==> src/rtl/mii_pkg.sv <==
// Shared types and constants for the MII receive path.
// Latency: n/a (definitions only).
// Backpressure: n/a.
package mii_pkg;

  typedef enum logic [1:0] {
    ST_IDLE,
    ST_PREAMBLE,
    ST_DATA,
    ST_DROP
  } rx_state_t;

  localparam logic [3:0]  PREAMBLE_NIB  = 4'h5;
  localparam logic [3:0]  SFD_NIB       = 4'hD;
  localparam logic [31:0] CRC_INIT      = 32'hFFFFFFFF;
  localparam logic [31:0] CRC_RESIDUE   = 32'hC704DD7B;
  localparam logic [31:0] CRC_POLY_REFL = 32'hEDB88320;

  // out_status bit positions
  localparam int STS_FCS  = 0;
  localparam int STS_RXER = 1;
  localparam int STS_ODD  = 2;
  localparam int STS_LEN  = 3;

  // The CRC register is kept in reflected (LSB-first) form; the magic
  // residue is quoted MSB-first, so the register is bit-reversed to compare.
  function automatic logic [31:0] bitrev32(input logic [31:0] v);
    logic [31:0] r;
    for (int i = 0; i < 32; i++) begin
      r[i] = v[31-i];
    end
    return r;
  endfunction

endpackage

==> src/rtl/crc32_nibble.sv <==
// Combinational reflected CRC-32 update over one nibble, bit 0 first.
// Latency: combinational.
// Backpressure: none.
// Ports: crc_in  current CRC register
//        nib     4-bit input, nib[0] processed first
//        crc_out CRC register after the nibble
module crc32_nibble
  import mii_pkg::*;
(
  input  logic [31:0] crc_in,
  input  logic [3:0]  nib,
  output logic [31:0] crc_out
);

  always_comb begin
    logic [31:0] c;
    c = crc_in;
    for (int i = 0; i < 4; i++) begin
      if (c[0] ^ nib[i]) begin
        c = (c >> 1) ^ CRC_POLY_REFL;
      end else begin
        c = c >> 1;
      end
    end
    crc_out = c;
  end

endmodule

==> src/rtl/mii_rx_deframer.sv <==
// MII receive deframer: strips preamble/SFD, assembles bytes, checks FCS/length/errors.
// Latency: a byte is emitted when the next byte completes, or when rx_dv drops for the last byte.
// Backpressure: none; the PHY cannot be stalled, output is a one-cycle valid pulse per byte.
// Ports: clk/rst          PHY rx clock, async active-high reset
//        rx_d/rx_dv/rx_er raw MII receive pins (registered once on entry)
//        out_*            byte stream with sof/eof markers, status and length at eof
//        frames_ok/bad    saturating frame counters
module mii_rx_deframer
  import mii_pkg::*;
#(
  parameter int MIN_FRAME_BYTES = 64,
  parameter int MAX_FRAME_BYTES = 1518,
  parameter int CHECK_FCS       = 1
) (
  input  logic        clk,
  input  logic        rst,
  input  logic [3:0]  rx_d,
  input  logic        rx_dv,
  input  logic        rx_er,
  output logic [7:0]  out_data,
  output logic        out_valid,
  output logic        out_sof,
  output logic        out_eof,
  output logic [3:0]  out_status,
  output logic [10:0] frame_len,
  output logic [15:0] frames_ok,
  output logic [15:0] frames_bad
);

  localparam logic [10:0] MIN_LEN = 11'(MIN_FRAME_BYTES);
  localparam logic [10:0] MAX_LEN = 11'(MAX_FRAME_BYTES);

  // Input sampling
  logic [3:0] rx_d_q;
  logic       rx_dv_q;
  logic       rx_er_q;
  logic       in_valid;   // input registers hold real pin samples (not reset values)
  logic       armed;      // an rx_dv=0 sample has been seen since reset

  always_ff @(posedge clk or posedge rst) begin
    if (rst) begin
      rx_d_q   <= '0;
      rx_dv_q  <= 1'b0;
      rx_er_q  <= 1'b0;
      in_valid <= 1'b0;
      armed    <= 1'b0;
    end else begin
      rx_d_q   <= rx_d;
      rx_dv_q  <= rx_dv;
      rx_er_q  <= rx_er;
      in_valid <= 1'b1;
      // Only arm once a genuine inter-frame gap is observed, so a reset
      // released mid-frame cannot lock onto payload that looks like preamble.
      if (in_valid && !rx_dv_q) begin
        armed <= 1'b1;
      end
    end
  end

  // FSM
  rx_state_t state_q, state_d;
  logic      start_frame;
  logic      take_low;
  logic      take_byte;
  logic      end_frame;
  logic      overflow;

  logic        phase;
  logic [3:0]  low_nib;
  logic [31:0] crc;
  logic [31:0] crc_byte;  // CRC as of the last complete byte (excludes a dribble nibble)
  logic [31:0] crc_next;
  logic [10:0] len;
  logic [7:0]  hold;
  logic        hold_vld;
  logic        first_pend;
  logic        er_seen;

  always_ff @(posedge clk or posedge rst) begin
    if (rst) begin
      state_q <= ST_IDLE;
    end else begin
      state_q <= state_d;
    end
  end

  always_comb begin
    state_d     = state_q;
    start_frame = 1'b0;
    take_low    = 1'b0;
    take_byte   = 1'b0;
    end_frame   = 1'b0;
    overflow    = 1'b0;
    unique case (state_q)
      ST_IDLE: begin
        if (in_valid && rx_dv_q) begin
          if (armed && rx_d_q == PREAMBLE_NIB) begin
            state_d = ST_PREAMBLE;
          end else begin
            state_d = ST_DROP;
          end
        end
      end
      ST_PREAMBLE: begin
        if (!rx_dv_q) begin
          state_d = ST_IDLE;
        end else if (rx_d_q == PREAMBLE_NIB) begin
          state_d = ST_PREAMBLE;
        end else if (rx_d_q == SFD_NIB) begin
          state_d     = ST_DATA;
          start_frame = 1'b1;
        end else begin
          state_d = ST_DROP;
        end
      end
      ST_DATA: begin
        if (!rx_dv_q) begin
          state_d   = ST_IDLE;
          end_frame = 1'b1;
        end else if (!phase) begin
          take_low = 1'b1;
        end else if (len == MAX_LEN) begin
          // This byte would be MAX+1: close the frame on the held byte.
          state_d  = ST_DROP;
          overflow = 1'b1;
        end else begin
          take_byte = 1'b1;
        end
      end
      ST_DROP: begin
        if (!rx_dv_q) begin
          state_d = ST_IDLE;
        end
      end
      default: state_d = ST_IDLE;
    endcase
  end

  crc32_nibble u_crc (
    .crc_in  (crc),
    .nib     (rx_d_q),
    .crc_out (crc_next)
  );

  // Status reported with the eof byte
  logic [3:0] eof_status;
  logic       frame_done;
  logic       frame_bad;

  always_comb begin
    eof_status = '0;
    if (overflow) begin
      eof_status[STS_LEN]  = 1'b1;
      eof_status[STS_RXER] = er_seen | rx_er_q;
    end else begin
      eof_status[STS_FCS]  = (CHECK_FCS != 0) && (bitrev32(crc_byte) != CRC_RESIDUE);
      eof_status[STS_RXER] = er_seen;
      eof_status[STS_ODD]  = phase;
      eof_status[STS_LEN]  = (len < MIN_LEN);
    end
  end

  assign frame_done = end_frame | overflow;
  // A frame that ends before any byte completed has nothing to emit but is still bad.
  assign frame_bad  = (eof_status != 4'd0) || !hold_vld;

  // Datapath
  always_ff @(posedge clk or posedge rst) begin
    if (rst) begin
      out_data   <= '0;
      out_valid  <= 1'b0;
      out_sof    <= 1'b0;
      out_eof    <= 1'b0;
      out_status <= '0;
      frame_len  <= '0;
      frames_ok  <= '0;
      frames_bad <= '0;
      phase      <= 1'b0;
      low_nib    <= '0;
      crc        <= CRC_INIT;
      crc_byte   <= CRC_INIT;
      len        <= '0;
      hold       <= '0;
      hold_vld   <= 1'b0;
      first_pend <= 1'b0;
      er_seen    <= 1'b0;
    end else begin
      out_valid  <= 1'b0;
      out_sof    <= 1'b0;
      out_eof    <= 1'b0;
      out_status <= '0;
      frame_len  <= '0;

      if (state_q == ST_DATA && rx_dv_q) begin
        crc   <= crc_next;
        phase <= ~phase;
        if (rx_er_q) begin
          er_seen <= 1'b1;
        end
      end

      if (take_low) begin
        low_nib <= rx_d_q;
      end

      if (take_byte) begin
        if (hold_vld) begin
          out_valid  <= 1'b1;
          out_data   <= hold;
          out_sof    <= first_pend;
          first_pend <= 1'b0;
        end
        hold     <= {rx_d_q, low_nib};
        hold_vld <= 1'b1;
        len      <= len + 11'd1;
        crc_byte <= crc_next;
      end

      if (frame_done) begin
        hold_vld <= 1'b0;
        if (hold_vld) begin
          out_valid  <= 1'b1;
          out_data   <= hold;
          out_sof    <= first_pend;
          out_eof    <= 1'b1;
          out_status <= eof_status;
          frame_len  <= len;
          first_pend <= 1'b0;
        end
        if (frame_bad) begin
          if (frames_bad != 16'hFFFF) begin
            frames_bad <= frames_bad + 16'd1;
          end
        end else begin
          if (frames_ok != 16'hFFFF) begin
            frames_ok <= frames_ok + 16'd1;
          end
        end
      end

      if (start_frame) begin
        crc        <= CRC_INIT;
        crc_byte   <= CRC_INIT;
        len        <= '0;
        phase      <= 1'b0;
        er_seen    <= 1'b0;
        first_pend <= 1'b1;
        hold_vld   <= 1'b0;
      end
    end
  end

endmodule

==> config.mk <==
export PLATFORM = sky130hd
export DESIGN_NAME = mii_rx_deframer
export DESIGN_NICKNAME = d
export VERILOG_FILES = /design/src/rtl/mii_pkg.sv /design/src/rtl/crc32_nibble.sv /design/src/rtl/mii_rx_deframer.sv
export SDC_FILE = /design/constraint.sdc
export NUM_CORES = 1
export LEC_CHECK = 0
export BUFFER_PORTS_ARGS = -buffer_cell sky130_fd_sc_hd__clkbuf_2
export CAP_MARGIN = 20
export CORE_UTILIZATION = 59
export CTS_CLUSTER_SIZE = 30
export DETAILED_ROUTE_END_ITERATION = 6
export GPL_TIMING_DRIVEN = 0
export PLACE_DENSITY = 0.87
export REMOVE_ABC_BUFFERS = 1
export SYNTH_ARGS = -nofsm -noshare
export SYNTH_HDL_FRONTEND = slang
export SYNTH_SLANG_ARGS = --single-unit
export TNS_END_PERCENT = 20
==> constraint.sdc <==
create_clock -name clk -period 7.54 [get_ports clk]
set_clock_uncertainty 0.05 [all_clocks]
set_input_delay 1.508 -clock clk [delete_from_list [all_inputs] [get_ports clk]]
set_output_delay 1.508 -clock clk [all_outputs]
set_load 0.03 [all_outputs]
==> results of run 1 <==
cell usage in the layout, fill, tap and decap left out, types with 5 or more instances in the layout:
master and instances:
nor3_1 10, clkinv_2 5, clkbuf_16 17, nand4_1 20, inv_1 6, xor2_1 27, clkbuf_2 65, nand3_1 20
and3_1 22, mux2_2 13, xnor2_1 46, nand2_1 126, o211ai_1 42, dfrtp_1 95, dfstp_2 64, a21oi_1 19
nor2_1 27
path summary, 6_finish.rpt:
check                                              to  depth (start not counted)                    from
max reg2reg                    low_nib[0]$_DFFE_PP0P_                          5  state_q[1]$_DFFE_PP0P_
min reg2reg                       hold[3]$_DFFE_PP0P_                          2  low_nib[3]$_DFFE_PP0P_
min                               hold[3]$_DFFE_PP0P_                          2  low_nib[3]$_DFFE_PP0P_
max                            low_nib[0]$_DFFE_PP0P_                          5  state_q[1]$_DFFE_PP0P_
min in group asynchronous  frames_bad[10]$_DFFE_PP0P_                          2                     rst
max in group asynchronous          crc[1]$_DFFE_PP1P_                          3                     rst
where the power goes:
group	switching, mW	total (mW)	internal (mW)
sequential	0.185	1.40	1.21
combinational	0.535	0.917	0.382
clock	0.339	0.832	0.494
total	1.06	3.15	2.09
cells by family after synthesis:
logic type | synth area share
other cells | 0.000531
xor+xnor | 0.105
flops | 0.574
fa+ha+maj | 0.00708
mux | 0.0223
simple gates | 0.191
compound gates | 0.0756
buf+inv | 0.0243
layer usage:
layer / GRT usage / up-vias / part of all wire
li1: - / 2306 / -
met1: 0.327 / 2578 / 0.41
met2: 0.425 / 206 / 0.50
met3: 0.0610 / 50 / 0.052
met4: 0.134 / 0 / 0.032
met5: 0 / - / 0
registers in the layout, indices dropped and copies added, names as in the netlist, 2 cells and up, named ones only:
register,cells
crc_byte,32
out_status,4
len,11
frames_ok,16
low_nib,4
hold,8
crc,32
state_q,2
frames_bad,16
rx_d_q,4
frame_len,11
worst max-delay path, stage by stage (launching register included):
cell and delay (ns):
dfrtp_1 0.43, inv_1 0.09, nor2_1 0.54, nand2_2 0.71, nor2_1 0.65, mux2_2 0.39
metrics by stage:
| stage | instance area, sq um | utilization | hold WS (ns) | instances |
|---|---|---|---|---|
| final | 8120 | 0.702 | 0.417 | 848 |
| after global routing | 8120 | 0.702 | 0.443 | 848 |
| after CTS | 8110 | 0.701 | 0.419 | 847 |
| after detailed placement | 7540 | 0.652 | 0.403 | 815 |
| after global placement | 7430 | 0.642 | 0.391 | 810 |
| after floorplan | 6920 | - | 0.378 | 602 |
final cells by class:
class | count | share of cell area
clock buffer | 21 | 0.0555
clock inverter | 11 | 0.0145
sequential | 159 | 0.500
multi-input combinational | 436 | 0.351
inverter | 7 | 0.00385
tap | 143 | 0.0220
timing repair buffer | 71 | 0.0529
==> out/summary.txt, run 1 <==
largest net degree at the start of global routing: 104
Synth async-reset ratio: 1.00
CTS max path bufs: 2
crit path time final: 2.98 ns
CTS tree: yes
CTS clk-pin slew, worst paths: 0.06 ns
row count: 39
Syn. warnings: 0
DR pass1 iterations: 7
count of input and output buffers: 65
Die W: 111 um
number of synthesized flops with an enable pin: 0
Final GP Congestion: 0.802
unrepaired setup endpoints after global routing: false
die footprint: 0.0124 sq mm
worst-path fanout max: 54
WP data required: 7.80 ns
nets: 704
Slew HR: 0.331
P per Cell Area: 388 mW/mm^2
# IOs: 66
most common cell in the netlist: nand2_1
synthesis-stage register bit count: 159
area delta synth->final: 14.9%
initial cell density of the core: 0.611
leakage: 3.81 nW
initial antenna violation count: 0
register area: 0.00406 sq mm
first-pass GRT wire length: 25,300 um
ys flop type: dfrtp_1
Via-to-Cell Ratio: 6.06
Yosys cell types: 54
fin. max-slew vios: 0
htree depth: 4
CP arrival: 3.23 ns
layout cell share with drive strength beyond 1: 0.277
Setup TNS: 0 ns
TritonCTS Buffers: 17
Cells after Synth: 635
Final Hold Viols: 0
Sink Count: 159
Root Buffer: clkbuf_16
top-area cell type share of the netlist area: 0.336
CORE AREA: 0.0116 sq mm
total of max-cap violations: 0
DP HPWL: 9630 um
GR Util All Layers: 0.260
setup bufs post-CTS: 0
Peak Freq: 336 MHz
die height: 111 um
vias in the first global route: 5,131
synth top area cells: dfrtp_1 (34%), dfstp_2 (24%), nand2_1 (6.7%), xnor2_1 (5.7%), o211ai_1 (4.5%)
drc violations: 6
post-synthesis sequential area ratio: 0.574
Post-DRT Antenna Nets: 0
cell area after synthesis: 0.00707 sq mm
remaining global-route overflow: 0
CP Capture Type: flop
number of setup violations in the final report: 0
status: finished, violations left
path type of the worst setup path: flop to flop
multi-input gate area in the final layout: 0.00285 sq mm
synthesized area per cell: 11.1 sq um
post-route worst setup slack: 4.56 ns
Clock Latency Late Sink: 0.43 ns
Post-synth top cells: nand2_1 (127), dfrtp_1 (95), dfstp_2 (64)
overall power: 3.15 mW
Setup WS pre-CTS: 4.50 ns
Antenna diodes: 0
WL per Instance: 18.2 um
largest area contributor in the netlist: dfrtp_1
1st-iter DRT viols: 647
post-cts resize count: 0
violated checks: DRC
hold buffers post-CTS: 0
fin crit share: 0.395
Hold WC Path Type: flop to flop
detailed-route via count: 5,140
CP startpoint kind: flop
Fill cells: 715
R2R setup slack: 4.56 ns
final wirelength: 15,400 um
Slew @ Worst Pin: 1.00 ns
maximum vdd drop: 0.000200 V
Power figures use the tool's default switching activity.
==> inputs of run 2 (changes only) <==
--- a/config.mk
+++ b/config.mk
@@ -7,11 +7,11 @@
 export LEC_CHECK = 0
 export BUFFER_PORTS_ARGS = -buffer_cell sky130_fd_sc_hd__clkbuf_2
 export CAP_MARGIN = 20
-export CORE_UTILIZATION = 59
+export CORE_UTILIZATION = 53
 export CTS_CLUSTER_SIZE = 30
 export DETAILED_ROUTE_END_ITERATION = 6
 export GPL_TIMING_DRIVEN = 0
-export PLACE_DENSITY = 0.87
+export PLACE_DENSITY = 0.83
 export REMOVE_ABC_BUFFERS = 1
 export SYNTH_ARGS = -nofsm -noshare
 export SYNTH_HDL_FRONTEND = slang
==> constraint.sdc (replaced) <==
create_clock -name clk -period 2.64 [get_ports clk]
set_clock_uncertainty 0.05 [all_clocks]
set_input_delay 0.528 -clock clk [delete_from_list [all_inputs] [get_ports clk]]
set_output_delay 0.528 -clock clk [all_outputs]
set_load 0.03 [all_outputs]
==> run 2 against run 1 <==
Against the previous run:
- the run now ends clean
- critical path depth is the same
- sequential share of layout area fell by 0.44 points
- via count fell by 3.1%
- count of clock-buffer cells in the layout up 1
- design area increased by 0.88%
- combinational power rose to 2.8 times the previous value
- wire length shrank 5.2%
- sequential cell count unchanged
- power rose to 2.9 times the previous value
- worst hold slack got worse by 0.32 ns
- first-iteration DRC count decreased by 36%
- worst setup slack worse by 4.5 ns
==> out/summary.txt, run 2 (synthesis gave the netlist of run 1 again) <==
1st-iter DRT viols: 412
CTS max path bufs: 2
Hold WS: 0.0958 ns
area delta synth->final: 15.9%
Sink Count: 159
P per Cell Area: 1100 mW/mm^2
Seq pwr share: 0.443
Int Pwr: 6.11 mW
register area: 0.00406 sq mm
R2R depth: 5
r2r endpoint: frames_bad[1]$_DFFE_PP0P_
P_sw: 2.91 mW
Clock Latency Late Sink: 0.43 ns
CP Capture Type: flop
final wirelength: 14,600 um
detailed-route via count: 4,983
remaining global-route overflow: 0
layout cell share with drive strength beyond 1: 0.284
count of input and output buffers: 65
Peak Freq: 391 MHz
Comb power frac: 0.281
Via-to-Cell Ratio: 5.69
Fill cells: 949
crit path time final: 2.56 ns
initial cell density of the core: 0.551
DR pass1 iterations: 5
total of max-cap violations: 0
row count: 41
Root Buffer: clkbuf_16
die height: 117 um
initial antenna violation count: 0
# IOs: 66
multi-input gate area in the final layout: 0.00287 sq mm
DP Cell Count: 844
nets: 703
R2R setup slack: 0.08 ns
leading cell types in the layout, fill and taps excluded: nand2_1 (126), dfrtp_1 (95), clkbuf_2 (65)
leakage: 3.82 nW
path type of the worst setup path: flop to flop
vias in the first global route: 4,949
fin. max-slew vios: 0
Final Cell Area: 0.00819 sq mm
first-pass GRT wire length: 24,800 um
CORE AREA: 0.0128 sq mm
Post-DRT Antenna Nets: 0
htree depth: 4
maximum vdd drop: 0.000620 V
Die W: 117 um
hold buffers post-CTS: 0
Post-Place Cell Area: 0.00757 sq mm
CTS tree: yes
worst-path fanout max: 10
clock power share: 0.276
fin crit share: 0.968
DP HPWL: 9800 um
CP startpoint kind: flop
Final Hold Viols: 0
Top Registers: crc (32), crc_byte (32)
unrepaired setup endpoints after global routing: true
die footprint: 0.0138 sq mm
Critical R2R Launch: crc_byte[0]$_DFFE_PP1P_
overall power: 9.02 mW
GR Util All Layers: 0.227
status: complete, no violations
CP arrival: 2.81 ns
drc violations: 0
Slew @ Worst Pin: 1.04 ns
WP data required: 2.90 ns
non-filler cells in the finished layout: 876
Final GP Congestion: 0.831
number of setup violations in the final report: 0
CTS clk-pin slew, worst paths: 0.06 ns
largest net degree at the start of global routing: 104
sw frac: 0.322
WL per Instance: 16.7 um
Antenna diodes: 0
commonest non-fill, non-tap cell in the layout: nand2_1
TritonCTS Buffers: 17
Slew HR: 0.305
Hold WC Path Type: primary input to async pin
==> run 2: cell count changes in the layout (fill, tap and decap cells not counted), sizes merged <==
cell      before  now
clkinvlp       2    3
bufinv         2    3
clkinv         7    4
buf            6    5
clkbuf        86   87
==> run 2: area by class of cell <==
type | instances | area share
inverters | 7 | 0.00382
repair buffers | 70 | 0.0496
well taps | 172 | 0.0263
clock inverters | 10 | 0.0166
clock buffers | 22 | 0.0579
flip-flops and latches | 159 | 0.495
multi-input cells | 436 | 0.350
==> run 2: critical path, cell delays in order, from the launching register on <==
cell and delay (ns):
dfstp_2 0.53, nor4bb_1 0.36, nand4_1 0.28, or3_1 0.66
nand2_1 0.22, mux2_2 0.34
==> run 2: timing repair <==
item                       CTS  global route
setup buffers                0             0
resized for setup            4             2
setup endpoints to repair   42             9
pin swaps                    0             2
hold endpoints to repair     0             0
==> run 2: metal layers <==
metal	share of wire	global-route usage	vias up
met3	0.039	0.0460	23
met4	0.018	0.0978	0
li1	-	-	2311
met2	0.51	0.367	149
met1	0.43	0.298	2500
met5	0	0	-
==> run 2: worst max path at each step <==
| stage | from | endpoint | slack [ns] | cells after the start |
|---|---|---|---|---|
| detailed placement | rx_dv_q$_DFF_PP0_ | len[3]$_DFFE_PP0P_ | -0.49 | 5 |
| finish | crc_byte[0]$_DFFE_PP1P_ | frames_bad[1]$_DFFE_PP0P_ | 0.08 | 5 |
| CTS | state_q[1]$_DFFE_PP0P_ | low_nib[1]$_DFFE_PP0P_ | 0.05 | 5 |
| floorplan | rst | async pin | -2.12 | 1 |
| global route | rx_dv_q$_DFF_PP0_ | len[3]$_DFFE_PP0P_ | -0.003 | 5 |
| global placement | rst | async pin | -3.53 | 2 |
==> run 2: stage by stage <==
stage	util	worst slack, ns	TNS [ns]
after CTS	0.638	0.0489	0
after floorplan	-	-2.12	-292.83
after global placement	0.582	-3.53	-550.03
after detailed placement	0.590	-0.494	-5.62
final	0.639	0.0838	0
after global routing	0.639	-0.00329	-0.00633
==> run 2: power groups by stage <==
stage | clock network [mW] | logic [mW] | registers, mW
6_report | 2.49 | 2.54 | 3.99
5_1_grt | 2.63 | 2.80 | 4.09
4_1_cts | 2.52 | 2.55 | 3.99
3_5_place_dp | 0 | 2.52 | 4.02
3_3_place_gp | 0 | 2.43 | 3.96
2_1_floorplan | 0 | 1.81 | 4.06
==> inputs of run 3 (changes only) <==
--- a/config.mk
+++ b/config.mk
@@ -5,13 +5,15 @@
 export SDC_FILE = /design/constraint.sdc
 export NUM_CORES = 1
 export LEC_CHECK = 0
+export ABC_AREA = 1
 export BUFFER_PORTS_ARGS = -buffer_cell sky130_fd_sc_hd__clkbuf_2
 export CAP_MARGIN = 20
-export CORE_UTILIZATION = 53
+export CORE_ASPECT_RATIO = 1.75
+export CORE_UTILIZATION = 54
 export CTS_CLUSTER_SIZE = 30
 export DETAILED_ROUTE_END_ITERATION = 6
 export GPL_TIMING_DRIVEN = 0
-export PLACE_DENSITY = 0.83
+export PLACE_DENSITY = 0.84
 export REMOVE_ABC_BUFFERS = 1
 export SYNTH_ARGS = -nofsm -noshare
 export SYNTH_HDL_FRONTEND = slang
==> run 3 against run 2 <==
Against the previous run:
- count of clock-buffer cells in the layout grew 3
- register-to-register slack gained 0.17 ns
- power shrank 2.4%
- synthesized cell count grew 46%
- largest power group unchanged
- critical path depth grew 6
==> out/summary.txt, run 3 <==
Peak Freq: 419 MHz
initial antenna violation count: 0
# IOs: 66
post-route worst setup slack: 0.255 ns
Yosys cell types: 38
remaining global-route overflow: 0
WP data required: 2.86 ns
R2R setup slack: 0.25 ns
vias in the first global route: 6,137
htree depth: 4
fin. max-slew vios: 0
Synth async-reset ratio: 1.00
die footprint: 0.0147 sq mm
r2r endpoint: len[7]$_DFFE_PP0P_
XOR/XNOR share of the synthesized area: 0.0411
largest area contributor in the netlist: dfrtp_1
status: complete, no violations
Top Registers: crc (32), crc_byte (32)
maximum vdd drop: 0.000489 V
simple-gate portion of the synthesized area: 0.252
unrepaired setup endpoints after global routing: false
P per Cell Area: 1010 mW/mm^2
top-area cell type share of the netlist area: 0.310
synth top area cells: dfrtp_1 (31%), dfstp_2 (22%), nand2_1 (13%), inv_1 (5.9%), nor2_1 (4.3%)
Bufs and invs on worst path: 2
CORE AREA: 0.0139 sq mm
total of max-cap violations: 0
CP cell instances: inv_1, ha_1, nand2_1, nor2_1, nand2_1, nor2_4, nor2_8, nor2_8, inv_4, a21oi_1, nor3_1
Syn. warnings: 0
post-layout util: 0.624
Sink Count: 159
number of setup violations in the final report: 0
multi-input gate area in the final layout: 0.00300 sq mm
setup bufs post-CTS: 0
initial cell density of the core: 0.552
Via-to-Cell Ratio: 5.29
CP arrival: 2.61 ns
cell area after synthesis: 0.00767 sq mm
register area: 0.00406 sq mm
first-pass GRT wire length: 28,400 um
Slew @ Worst Pin: 0.725 ns
Hold WS: 0.0938 ns
commonest non-fill, non-tap cell in the layout: nand2_1
multiplexer share of the synthesized area: 0
leakage: 4.19 nW
Slew HR: 0.515
CP Capture Type: flop
Setup WS pre-CTS: -0.348 ns
Critical Path Max Stage Delay: 0.40 ns
DR pass1 iterations: 5
detailed-route via count: 6,226
synthesis-stage register bit count: 159
DP Cell Count: 1,146
Final Cell Area: 0.00867 sq mm
Clock Latency Late Sink: 0.42 ns
Post-synth top cells: nand2_1 (259), inv_1 (120), dfrtp_1 (95)
overall power: 8.80 mW
worst-path fanout max: 38
layout cell share with drive strength beyond 1: 0.188
drc violations: 0
Post-DRT Antenna Nets: 0
GR Util All Layers: 0.245
combinational family with the most area after synthesis: simple AND/OR/NAND/NOR gates
die height: 160 um
largest net degree at the start of global routing: 106
Antenna diodes: 0
WL per Instance: 14.3 um
CTS clk-pin slew, worst paths: 0.06 ns
DP HPWL: 11,200 um
Final Hold Viols: 0
number of synthesized flops with an enable pin: 0
CTS tree: yes
CP top delay family: simple AND/OR/NAND/NOR gates
Fill cells: 1,151
most common cell in the netlist: nand2_1
R2R depth: 11
fin crit share: 0.903
adder-cell area share of the yosys netlist: 0.00653
Cells after Synth: 930
Post-Place Cell Area: 0.00810 sq mm
non-filler cells in the finished layout: 1,178
crit path time final: 2.39 ns
synthesized area per cell: 8.25 sq um
Root Buffer: clkbuf_16
path type of the worst setup path: flop to flop
Slowest-stage cell, CP: dfrtp_1
TritonCTS Buffers: 17
Critical R2R Launch: len[0]$_DFFE_PP0P_
CTS max path bufs: 2
area delta synth->final: 13.1%
leading cell types in the layout, fill and taps excluded: nand2_1 (258), inv_1 (119), dfrtp_1 (95)
Setup TNS: 0 ns
CP startpoint kind: flop
nets: 1,000
Synth Area in Compound Gates: 0.0869
Die W: 92.1 um
count of input and output buffers: 65
Final GP Congestion: 0.919
ys flop type: dfrtp_1
post-synthesis sequential area ratio: 0.529
1st-iter DRT viols: 521
final wirelength: 16,900 um
row count: 57
Hold WC Path Type: primary input to async pin
-- run 3: cell types whose count changed after synthesis, sizes merged, moves of 35 or more --
| cell | previous run | this run |
|---|---|---|
| nor2 | 27 | 97 |
| o211ai | 43 | 0 |
| nand3 | 21 | 59 |
| xnor2 | 47 | 12 |
| nand2 | 127 | 261 |
| inv | 7 | 130 |
| o21ai | 1 | 75 |
-- run 3: worst reg2reg max path, cell delays in order (launching register included) --
cell     delay (ns)
dfrtp_1        0.40
inv_1          0.16
ha_1           0.18
nand2_1        0.07
nor2_1         0.09
nand2_1        0.09
nor2_4         0.18
nor2_8         0.08
nor2_8         0.38
inv_4          0.27
a21oi_1        0.23
nor3_1         0.07
-- run 3: cells by family (layout without fill, tap and decap cells) --
kind of cell | Yosys count | count (layout)
and+or+nand+nor | 449 | 449
DFF | 159 | 159
buffers and inverters | 158 | 229
AOI/OAI and AO/OA | 123 | 123
xor gates and xnor gates | 36 | 36
adders and majority gates | 4 | 4
other | 1 | 1
-- run 3: worst max path at each step --
| stage | from | end | slack (ns) | cells after the start |
|---|---|---|---|---|
| after CTS | state_q[0]$_DFFE_PP0P_ | flop | 0.04 | 8 |
| final | len[0]$_DFFE_PP0P_ | len[7]$_DFFE_PP0P_ | 0.25 | 11 |
| after global routing | len[0]$_DFFE_PP0P_ | frames_bad[8]$_DFFE_PP0P_ | 0.02 | 13 |
| after detailed placement | rx_d_q[0]$_DFF_PP0_ | crc[13]$_DFFE_PP1P_ | -0.35 | 8 |
| after global placement | rst | rx_d_q[2]$_DFF_PP0_ | -3.77 | 2 |
| after floorplan | rst | async pin | -2.12 | 1 |
-- run 3: area by class of cell --
type / count / area share
flip-flops and latches: 159 / 0.468
clock buffers: 25 / 0.0548
repair buffers: 66 / 0.0407
multi-input cells: 613 / 0.346
inverters: 131 / 0.0578
well taps: 177 / 0.0255
clock inverters: 7 / 0.00721
-- run 3: power breakdown --
part / switching (mW) / internal (mW) / total (mW)
Combinational: 1.86 / 0.862 / 2.72
Clock: 0.941 / 1.34 / 2.28
Sequential: 0.357 / 3.44 / 3.80
-- run 3: metal layers --
layer  vias to the layer above  share of wire  track usage
met1                      2967           0.38        0.279
met2                       179           0.54        0.431
met3                        50          0.034       0.0381
met5                         -              0            0
met4                         0          0.046        0.139
li1                       3030              -            -
-- run 3: repair_timing --
action                     4_1_cts  5_1_grt
setup endpoints to repair       41       66
hold buffers                     0        0
hold endpoints to repair         0        0
resized for setup                3        7
